==> src/rtl/ipod_clk_pkg.sv <==
// Shared clock-domain constants and the 50->27 MHz converter state encoding.
package ipod_clk_pkg;

  localparam int unsigned CLK_50MHZ_RATIO = 50;
  localparam int unsigned CLK_27MHZ_RATIO = 27;
  localparam int unsigned COUNT_W         = 32;

  typedef enum logic [1:0] {
    CONV_IDLE = 2'd0,
    CONV_DIV  = 2'd1,
    CONV_DONE = 2'd2
  } conv_state_e;

endpackage

==> src/rtl/restoring_div.sv <==
// Iterative restoring divider by a constant: one quotient bit per step, MSB first.
// load_i captures a new dividend and arms the bit counter; step_i advances one bit.
// ready_c is high when no bits remain; last_c flags the step that finishes the divide.
module restoring_div #(
  parameter int unsigned DVD_W   = 37,
  parameter int unsigned QUO_W   = 32,
  parameter int unsigned DIVISOR = 50
) (
  input  logic             clk,
  input  logic             rst_n,
  input  logic             load_i,
  input  logic [DVD_W-1:0] dividend_i,
  input  logic             step_i,
  output logic [QUO_W-1:0] quotient_o,
  output logic             ready_c,
  output logic             last_c
);

  localparam int unsigned REM_W = DVD_W + 1;
  localparam int unsigned SH_W  = REM_W + 1;
  localparam int unsigned CNT_W = $clog2(DVD_W + 1);

  logic [DVD_W-1:0] dvd_q, dvd_d;
  logic [REM_W-1:0] rem_q, rem_d;
  logic [SH_W-1:0]  rem_shift;
  logic [QUO_W-1:0] quo_q, quo_d;
  logic [CNT_W-1:0] cnt_q, cnt_d;

  // Load or trial-subtract the divisor from the shifted partial remainder.
  always_comb begin
    dvd_d     = dvd_q;
    rem_d     = rem_q;
    quo_d     = quo_q;
    cnt_d     = cnt_q;
    rem_shift = {rem_q, dvd_q[DVD_W-1]};
    if (load_i) begin
      dvd_d = dividend_i;
      rem_d = '0;
      quo_d = '0;
      cnt_d = CNT_W'(DVD_W);
    end else if (step_i && (cnt_q != '0)) begin
      dvd_d = dvd_q << 1;
      cnt_d = cnt_q - CNT_W'(1);
      if (rem_shift >= SH_W'(DIVISOR)) begin
        rem_d = REM_W'(rem_shift - SH_W'(DIVISOR));
        quo_d = {quo_q[QUO_W-2:0], 1'b1};
      end else begin
        rem_d = REM_W'(rem_shift);
        quo_d = {quo_q[QUO_W-2:0], 1'b0};
      end
    end
  end

  // Divider state registers.
  always_ff @(posedge clk or negedge rst_n) begin
    if (!rst_n) begin
      dvd_q <= '0;
      rem_q <= '0;
      quo_q <= '0;
      cnt_q <= '0;
    end else begin
      dvd_q <= dvd_d;
      rem_q <= rem_d;
      quo_q <= quo_d;
      cnt_q <= cnt_d;
    end
  end

  assign quotient_o = quo_q;
  assign ready_c    = (cnt_q == '0);
  assign last_c     = (cnt_q == CNT_W'(1));

endmodule

==> src/rtl/count_to_27mhz_conv.sv <==
// Converts a 50 MHz-domain count to the 27 MHz domain: x*27/50 via shift-add
// and a 37-step restoring divide, with a start/busy/done handshake.
// Optional macro ROUND_NEAREST_EN: divide P+25 instead of P (round half up).
module count_to_27mhz_conv
  import ipod_clk_pkg::*;
#(
  parameter int unsigned WIDTH = COUNT_W
) (
  input  logic             clk,
  input  logic             rst_n,
  input  logic [WIDTH-1:0] count_on_50MHz,
  input  logic             start,
  output logic             busy,
  output logic             done,
  output logic [WIDTH-1:0] count_on_27MHz
);

  localparam int unsigned DVD_W = WIDTH + 5;

  conv_state_e      state_q, state_d;
  logic             busy_q, busy_d;
  logic             done_q, done_d;
  logic [WIDTH-1:0] result_q, result_d;

  logic [DVD_W-1:0] x_ext;
  logic [DVD_W-1:0] product;
  logic [DVD_W-1:0] dividend;
  logic [WIDTH-1:0] quotient;
  logic             div_load;
  logic             div_step;
  logic             div_ready_c;
  logic             div_last_c;

  // x*27 as x*16 + x*8 + x*2 + x; the 5 extra bits hold the full product.
  assign x_ext   = DVD_W'(count_on_50MHz);
  assign product = (x_ext << 4) + (x_ext << 3) + (x_ext << 1) + x_ext;

`ifdef ROUND_NEAREST_EN
  assign dividend = product + DVD_W'(CLK_50MHZ_RATIO / 2);
`else
  assign dividend = product;
`endif

  restoring_div #(
    .DVD_W   (DVD_W),
    .QUO_W   (WIDTH),
    .DIVISOR (CLK_50MHZ_RATIO)
  ) u_div (
    .clk        (clk),
    .rst_n      (rst_n),
    .load_i     (div_load),
    .dividend_i (dividend),
    .step_i     (div_step),
    .quotient_o (quotient),
    .ready_c    (div_ready_c),
    .last_c     (div_last_c)
  );

  // Next-state and handshake outputs.
  always_comb begin
    state_d  = state_q;
    busy_d   = busy_q;
    done_d   = 1'b0;
    result_d = result_q;
    div_load = 1'b0;
    div_step = 1'b0;
    case (state_q)
      CONV_IDLE: begin
        if (start && div_ready_c) begin
          div_load = 1'b1;
          busy_d   = 1'b1;
          state_d  = CONV_DIV;
        end
      end
      CONV_DIV: begin
        div_step = 1'b1;
        if (div_last_c) begin
          state_d = CONV_DONE;
        end
      end
      CONV_DONE: begin
        result_d = quotient;
        done_d   = 1'b1;
        busy_d   = 1'b0;
        state_d  = CONV_IDLE;
      end
      default: begin
        busy_d  = 1'b0;
        state_d = CONV_IDLE;
      end
    endcase
  end

  // State and registered outputs.
  always_ff @(posedge clk or negedge rst_n) begin
    if (!rst_n) begin
      state_q  <= CONV_IDLE;
      busy_q   <= 1'b0;
      done_q   <= 1'b0;
      result_q <= '0;
    end else begin
      state_q  <= state_d;
      busy_q   <= busy_d;
      done_q   <= done_d;
      result_q <= result_d;
    end
  end

  assign busy           = busy_q;
  assign done           = done_q;
  assign count_on_27MHz = result_q;

endmodule

==> config.mk <==
export PLATFORM = sky130hd
export DESIGN_NAME = count_to_27mhz_conv
export DESIGN_NICKNAME = d
export VERILOG_FILES = /design/src/rtl/ipod_clk_pkg.sv /design/src/rtl/restoring_div.sv /design/src/rtl/count_to_27mhz_conv.sv
export SDC_FILE = /design/constraint.sdc
export NUM_CORES = 1
export LEC_CHECK = 0
export ABC_CLOCK_PERIOD_IN_PS = 3390
export BUFFER_PORTS_ARGS = -buffer_cell sky130_fd_sc_hd__buf_2
export CAP_MARGIN = 20
export CELL_PAD_IN_SITES_DETAIL_PLACEMENT = 1
export CELL_PAD_IN_SITES_GLOBAL_PLACEMENT = 2
export CORE_UTILIZATION = 40
export DETAILED_ROUTE_END_ITERATION = 8
export PLACE_DENSITY_LB_ADDON = 0.1
export SYNTH_ARGS = -nofsm -noshare
export SYNTH_HDL_FRONTEND = slang
export SYNTH_SLANG_ARGS = --single-unit
export TNS_END_PERCENT = 10
==> constraint.sdc <==
create_clock -name clk -period 3.39 [get_ports clk]
set_input_delay 0.1695 -clock clk [delete_from_list [all_inputs] [get_ports clk]]
set_output_delay 0.1695 -clock clk [all_outputs]
set_load 0.01 [all_outputs]
== Word level (Yosys, flattened, before mapping) ==
Cells that the tools add are included.

* Reduce and logical (&&, ||, !) cells: 8
* Mux-type cells: 19
* Equal/unequal tests: 5
* Order comparisons: 1
* Add/subtract/negate cells: 5
* Bitwise logic cells: 1

{| class="wikitable"
|+ Operators by type and width
! operator !! count
|-
| $mux 38 || 3
|-
| $mux 37 || 2
|-
| $mux 32 || 2
|-
| $ge 39x6->1 const B || 1
|-
| $sub 38x6->38 const B || 1
|-
| $add 36x35->37 || 1
|-
| $add 37x32->37 || 1
|-
| $add 37x33->37 || 1
|-
| $mux 6 || 2
|-
| $eq 6x1->1 const B || 1
|-
| $logic_not 6->1 || 1
|-
| $mux 1 || 6
|-
| $reduce_bool 6->1 || 1
|-
| $sub 6x1->6 const B || 1
|-
| $mux 2 || 2
|-
| $ne 2x2->1 const B || 2
|-
| $pmux 2 s2 || 1
|-
| $reduce_and 2->1 || 2
|-
| $eq 2x1->1 const B || 1
|-
| $eq 2x2->1 const B || 1
|-
| $logic_and 1x1->1 || 2
|-
| $logic_not 2->1 || 1
|-
| $pmux 1 s2 || 1
|-
| $reduce_bool 2->1 || 1
|-
| $not 1->1 || 1
|}

* Bits in registers: 149
* Output and inout port bits: 34

== Depth between registers and ports, before layout ==
* Depth after elaboration: 5
* Gate-level depth with buffers: 14
* Gate-level depth less buffers: 14

== Modules after synthesis ==
From an unflattened synthesis, not the netlist that was laid out.

* Cells, all modules: 1153
* Area total of the unflattened synthesis: 10752.8 µm²

{| class="wikitable"
|+ Modules (own cells, without submodules)
! module !! cells an instance !! seq. area each (µm²) !! instances !! area an instance (µm²)
|-
| restoring_div || 609 || 2827.7 || 1 || 5667.9
|-
| count_to_27mhz_conv || 544 || 900.9 || 1 || 5084.9
|}

== Least setup slack after synthesis ==
OpenSTA, ideal clock, no wires.

* Kind: input port to flip-flop
* Start point: input port count_on_50MHz[9]
* End point: register u_div.dvd_q[34]
* Data required time: 3.257 ns
* Arrival time: 3.295 ns
* Path slack: -0.038 ns
* Cell stages on the path: 12
* Cells stage by stage: inv_1 > fa_1 > fa_1 > inv_1 > ha_1 > and3_1 > nand3_1 > o311ai_0 > a31oi_1 > o31ai_1 > xnor2_1 > o21ai_0

* Longest elaborated chain between the ends: 4

{| class="wikitable"
|+ Ends and longest elaborated chain
! element !! RTL line !! source
|-
| start: declaration || count_to_27mhz_conv.sv:11 || <nowiki>input logic [WIDTH-1:0] count_on_50MHz,</nowiki>
|-
| $add 36x35->37 || count_to_27mhz_conv.sv:36 || <nowiki>assign product = (x_ext << 4) + (x_ext << 3) + (x_ext << 1) + x_ext;</nowiki>
|-
| $add 37x33->37 || count_to_27mhz_conv.sv:36 ||
|-
| $add 37x32->37 (*) || count_to_27mhz_conv.sv:36 ||
|-
| $mux 37 (*) || restoring_div.sv:36 || <nowiki>if (load_i) begin</nowiki>
|-
| end signal: assignment || restoring_div.sv:62 || <nowiki>dvd_q <= dvd_d;</nowiki>
|-
| end: declaration || restoring_div.sv:23 || <nowiki>logic [DVD_W-1:0] dvd_q, dvd_d;</nowiki>
|}

Mark *: on every way between the ends. The rest lies on a longest branch, timed or not.
A chain may end at the register's enable or synchronous reset.

== Final worst setup path ==
* Start point: input port count_on_50MHz[6]
* End point: register u_div.dvd_q[34]

The elaborated chain is that of the path after synthesis.

==> impl_metrics.ini <==
[run_status]
status = complete, no violations

[global_route]
grt-ovfl-total = 0
grt_pass1_vias = 7858
grt_pass1_wl_um = 38600
antenna_found_initial = 1
grt_start_max_net_pins = 107
globalRouteTotalUtil = 0.193

[clock_network]
cts_tree = done
cts.reportedPaths.clkPinSlew_ns = 0.07
cts_buffer_depth = 2
later_pin_clock_latency_in_the_skew_report_ns = 0.42
cts_setup_buffers = 0
ctsRootBufferMaster = sky130_fd_sc_hd__clkbuf_16
cts_inserted_buffers = 17
tritoncts_num_sinks = 149
h-tree-depth = 4

[sta]
timing.final.crit_period_ns = 3.18
fin_skew_ns = 0.0131
setup_viol_count_final = 0
hold_viol_final = 0
aggregate_negative_setup_slack_ns = 0
grt_setup_unrepaired = yes
worst_pin_slew_ns = 0.782
max-slew-margin-rel = 0.477
period_share = 0.938
final-max-slew-violation-count = 0
fmax_ghz = 0.315

[hold_path]
hp-class = in -> reg

[place]
gp_congestion = 0.767
port_buffers = 68
dp_hpwl_um = 16700

[detailed_routing]
wl_per_cell_um = 15.3
ant_nets = 0
final_routed_drc_violation_total = 0
drt_pre_antenna_iters = 5
detailroute.via_count = 7432
route.detailed.vias_per_inst = 5.10
first_drt_iteration_drcs = 301
routed_wl_um = 22300

[floorplan]
top_level_ports = 69
fp.dieW_um = 158
dieArea_um2 = 25100
design.core.area_um2 = 23700
die-height_um = 158
rows = 56
initial_utilization = 0.413

[synthesis]
synth-edff-count = 0
postSynthNetCount = 1116
synth_area_leader_cell = sky130_fd_sc_hd__dfrtp_1
ys_types = 61
synthFlopType = sky130_fd_sc_hd__dfrtp_1
synth_top_area_share = 0.382
synth.top_cells.by_area = sky130_fd_sc_hd__dfrtp_1 38%, sky130_fd_sc_hd__fa_1 12%, sky130_fd_sc_hd__ha_1 5.9%
synth_commonest_cells = 149 x sky130_fd_sc_hd__dfrtp_1, 105 x sky130_fd_sc_hd__inv_1, 79 x sky130_fd_sc_hd__o21ai_0, 78 x sky130_fd_sc_hd__nand2_1, 59 x sky130_fd_sc_hd__fa_1
synthArstFlopShare = 1.00
synth-seq-cells = 149
synth.yosys.warnings = 0
seq_area_frac_synth = 0.382
syn_std_cell_area_um2 = 9770
syn-instance-count = 976
yosys.cell_count.top_type = sky130_fd_sc_hd__dfrtp_1
synth_area_per_cell_um2 = 10.0

[pwr]
share_clk_of_total_power = 0.205
switching_share = 0.411
p_leak_nw = 5.48
power.net_switching_mw = 3.76
powerDensity_nw_per_um2 = 775
internal_power_mw = 5.39
combinationalPowerShare = 0.475
register_share_of_total_power = 0.320
ir_drop_mv = 0.441

[finish]
insertedDiodeCount = 0
areaGrowthSynthToFinish_pct = 20.9
final_core_utilization = 0.499
post_route_cells_drive_above_1_share = 0.228
design.final.nets = 1264
fillCellCount = 2732

[critical_path]
critPathLaunchType = primary input
cp.required_ns = 3.67
critPathArrivalTime_ns = 3.46
worstPathMaxFanout = 4
sort_of_element_at_the_end_of_the_critical_path = register
timing_worst_setup_path_type = in -> reg

[run]
max-cap-violations = 0
stage by stage:
step / cell area, um^2 / setup slack (ns) / std cells / power (mW) / hold WS [ns]
after floorplan: 9770 / 0.109 / 976 / 5.82 / -0.126
after global placement: 11200 / -0.238 / 1422 / 7.17 / 0.138
final: 11800 / 0.211 / 1456 / 9.15 / 0.189
after global routing: 11800 / -0.0263 / 1456 / 9.97 / 0.214
after CTS: 11800 / 0.158 / 1455 / 9.24 / 0.177
after detailed placement: 11200 / -0.303 / 1422 / 7.31 / 0.140
cells by family after synthesis:
logic type | count (synthesis) | synth area share
buf+inv | 148 | 0.0571
compound gates | 253 | 0.167
mux | 33 | 0.0379
simple gates | 225 | 0.120
xor+xnor | 63 | 0.0565
fa+ha+maj | 105 | 0.180
flops | 149 | 0.382
sequential cells by signal (all words and copies together), names as in the netlist:
name,count
count_on_27MHz,32
u_div.dvd_q,37
busy,1
u_div.quotient_o,32
u_div.cnt_q,6
state_q,2
done,1
u_div.rem_q,38
power groups by stage:
stage / Sequential [mW] / Clock, mW / Combinational (mW)
6_report: 2.93 / 1.87 / 4.35
2_1_floorplan: 2.82 / 0 / 3.00
4_1_cts: 2.93 / 1.92 / 4.39
3_3_place_gp: 2.93 / 0 / 4.24
3_5_place_dp: 2.95 / 0 / 4.36
5_1_grt: 3.02 / 1.99 / 4.96
final timing paths:
| check | start | endpoint | slack [ns] | cells past startpoint |
|---|---|---|---|---|
| hold reg to reg | u_div.cnt_q[4]$_DFFE_PN0P_ | u_div.cnt_q[4]$_DFFE_PN0P_ | 0.47 | 1 |
| hold / removal | count_on_50MHz[0] | u_div.dvd_q[0]$_DFFE_PN0P_ | 0.19 | 4 |
| min in group asynchronous | rst_n | u_div.rem_q[19]$_DFFE_PN0P_ | 0.25 | 2 |
| max in group asynchronous | rst_n | u_div.dvd_q[15]$_DFFE_PN0P_ | 2.34 | 3 |
| setup / recovery | count_on_50MHz[6] | u_div.dvd_q[34]$_DFFE_PN0P_ | 0.21 | 15 |
| setup reg to reg | u_div.rem_q[5]$_DFFE_PN0P_ | u_div.rem_q[31]$_DFFE_PN0P_ | 0.51 | 8 |
repair_timing:
item                                    in CTS  in global routing
endpoints found under the setup margin       0                  7
hold buffers                                 1                  0
hold endpoints to repair                    47                  0
resized for setup                            0                  4
routing by layer:
layer  share of wire  global-route usage  vias to the layer above
li1                -                   -                     3668
met1            0.49               0.262                     3673
met2            0.49               0.327                       73
met3           0.018              0.0275                       16
met4          0.0080              0.0398                        2
met5         0.00058                   0                        -
cells in the final DEF (no fill, tap or decap), types with 5 or more instances in the layout:
master                        n
sky130_fd_sc_hd__o21ai_0     77
sky130_fd_sc_hd__o21ai_1     11
sky130_fd_sc_hd__inv_8        8
sky130_fd_sc_hd__clkbuf_16   17
sky130_fd_sc_hd__nor2_1      41
sky130_fd_sc_hd__buf_4      100
sky130_fd_sc_hd__nor3_1      20
sky130_fd_sc_hd__ha_1        46
sky130_fd_sc_hd__inv_1      105
sky130_fd_sc_hd__buf_2       67
sky130_fd_sc_hd__a31oi_1      5
sky130_fd_sc_hd__a21o_1      16
sky130_fd_sc_hd__and2_1       6
sky130_fd_sc_hd__a21oi_1     45
sky130_fd_sc_hd__dfrtp_1    149
sky130_fd_sc_hd__nor4_1       7
sky130_fd_sc_hd__mux2_2      32
sky130_fd_sc_hd__and3_1       6
sky130_fd_sc_hd__nand2_1     78
sky130_fd_sc_hd__nand3_1     13
sky130_fd_sc_hd__xnor2_1     42
sky130_fd_sc_hd__o211ai_1     5
sky130_fd_sc_hd__nand2b_1     9
sky130_fd_sc_hd__a221o_1      5
sky130_fd_sc_hd__a22oi_1     25
sky130_fd_sc_hd__fa_1        59
sky130_fd_sc_hd__o21a_1       5
sky130_fd_sc_hd__a22o_1      35
sky130_fd_sc_hd__nand4_1      6
sky130_fd_sc_hd__nor2b_1      9
sky130_fd_sc_hd__xor2_1      21
worst max-delay path, cell delays in order:
cell	delay [ns]
sky130_fd_sc_hd__buf_2	0.10
sky130_fd_sc_hd__inv_1	0.17
sky130_fd_sc_hd__fa_1	0.45
sky130_fd_sc_hd__fa_1	0.53
sky130_fd_sc_hd__inv_1	0.05
sky130_fd_sc_hd__ha_1	0.29
sky130_fd_sc_hd__and3_1	0.19
sky130_fd_sc_hd__nand3_1	0.16
sky130_fd_sc_hd__o31a_1	0.33
sky130_fd_sc_hd__o311ai_1	0.08
sky130_fd_sc_hd__buf_4	0.17
sky130_fd_sc_hd__a31oi_1	0.16
sky130_fd_sc_hd__o31ai_2	0.32
sky130_fd_sc_hd__xnor2_1	0.18
sky130_fd_sc_hd__o21ai_0	0.10
cell type report:
class	count	area, um^2	area share
clock inverters	15	174	0.0147
multi-input cells	679	5510	0.467
repair buffers	172	1170	0.0995
well taps	319	399	0.0338
inverters	105	394	0.0334
flip-flops and latches	149	3730	0.316
clock buffers	17	425	0.0360
Power figures use the tool's default switching activity.
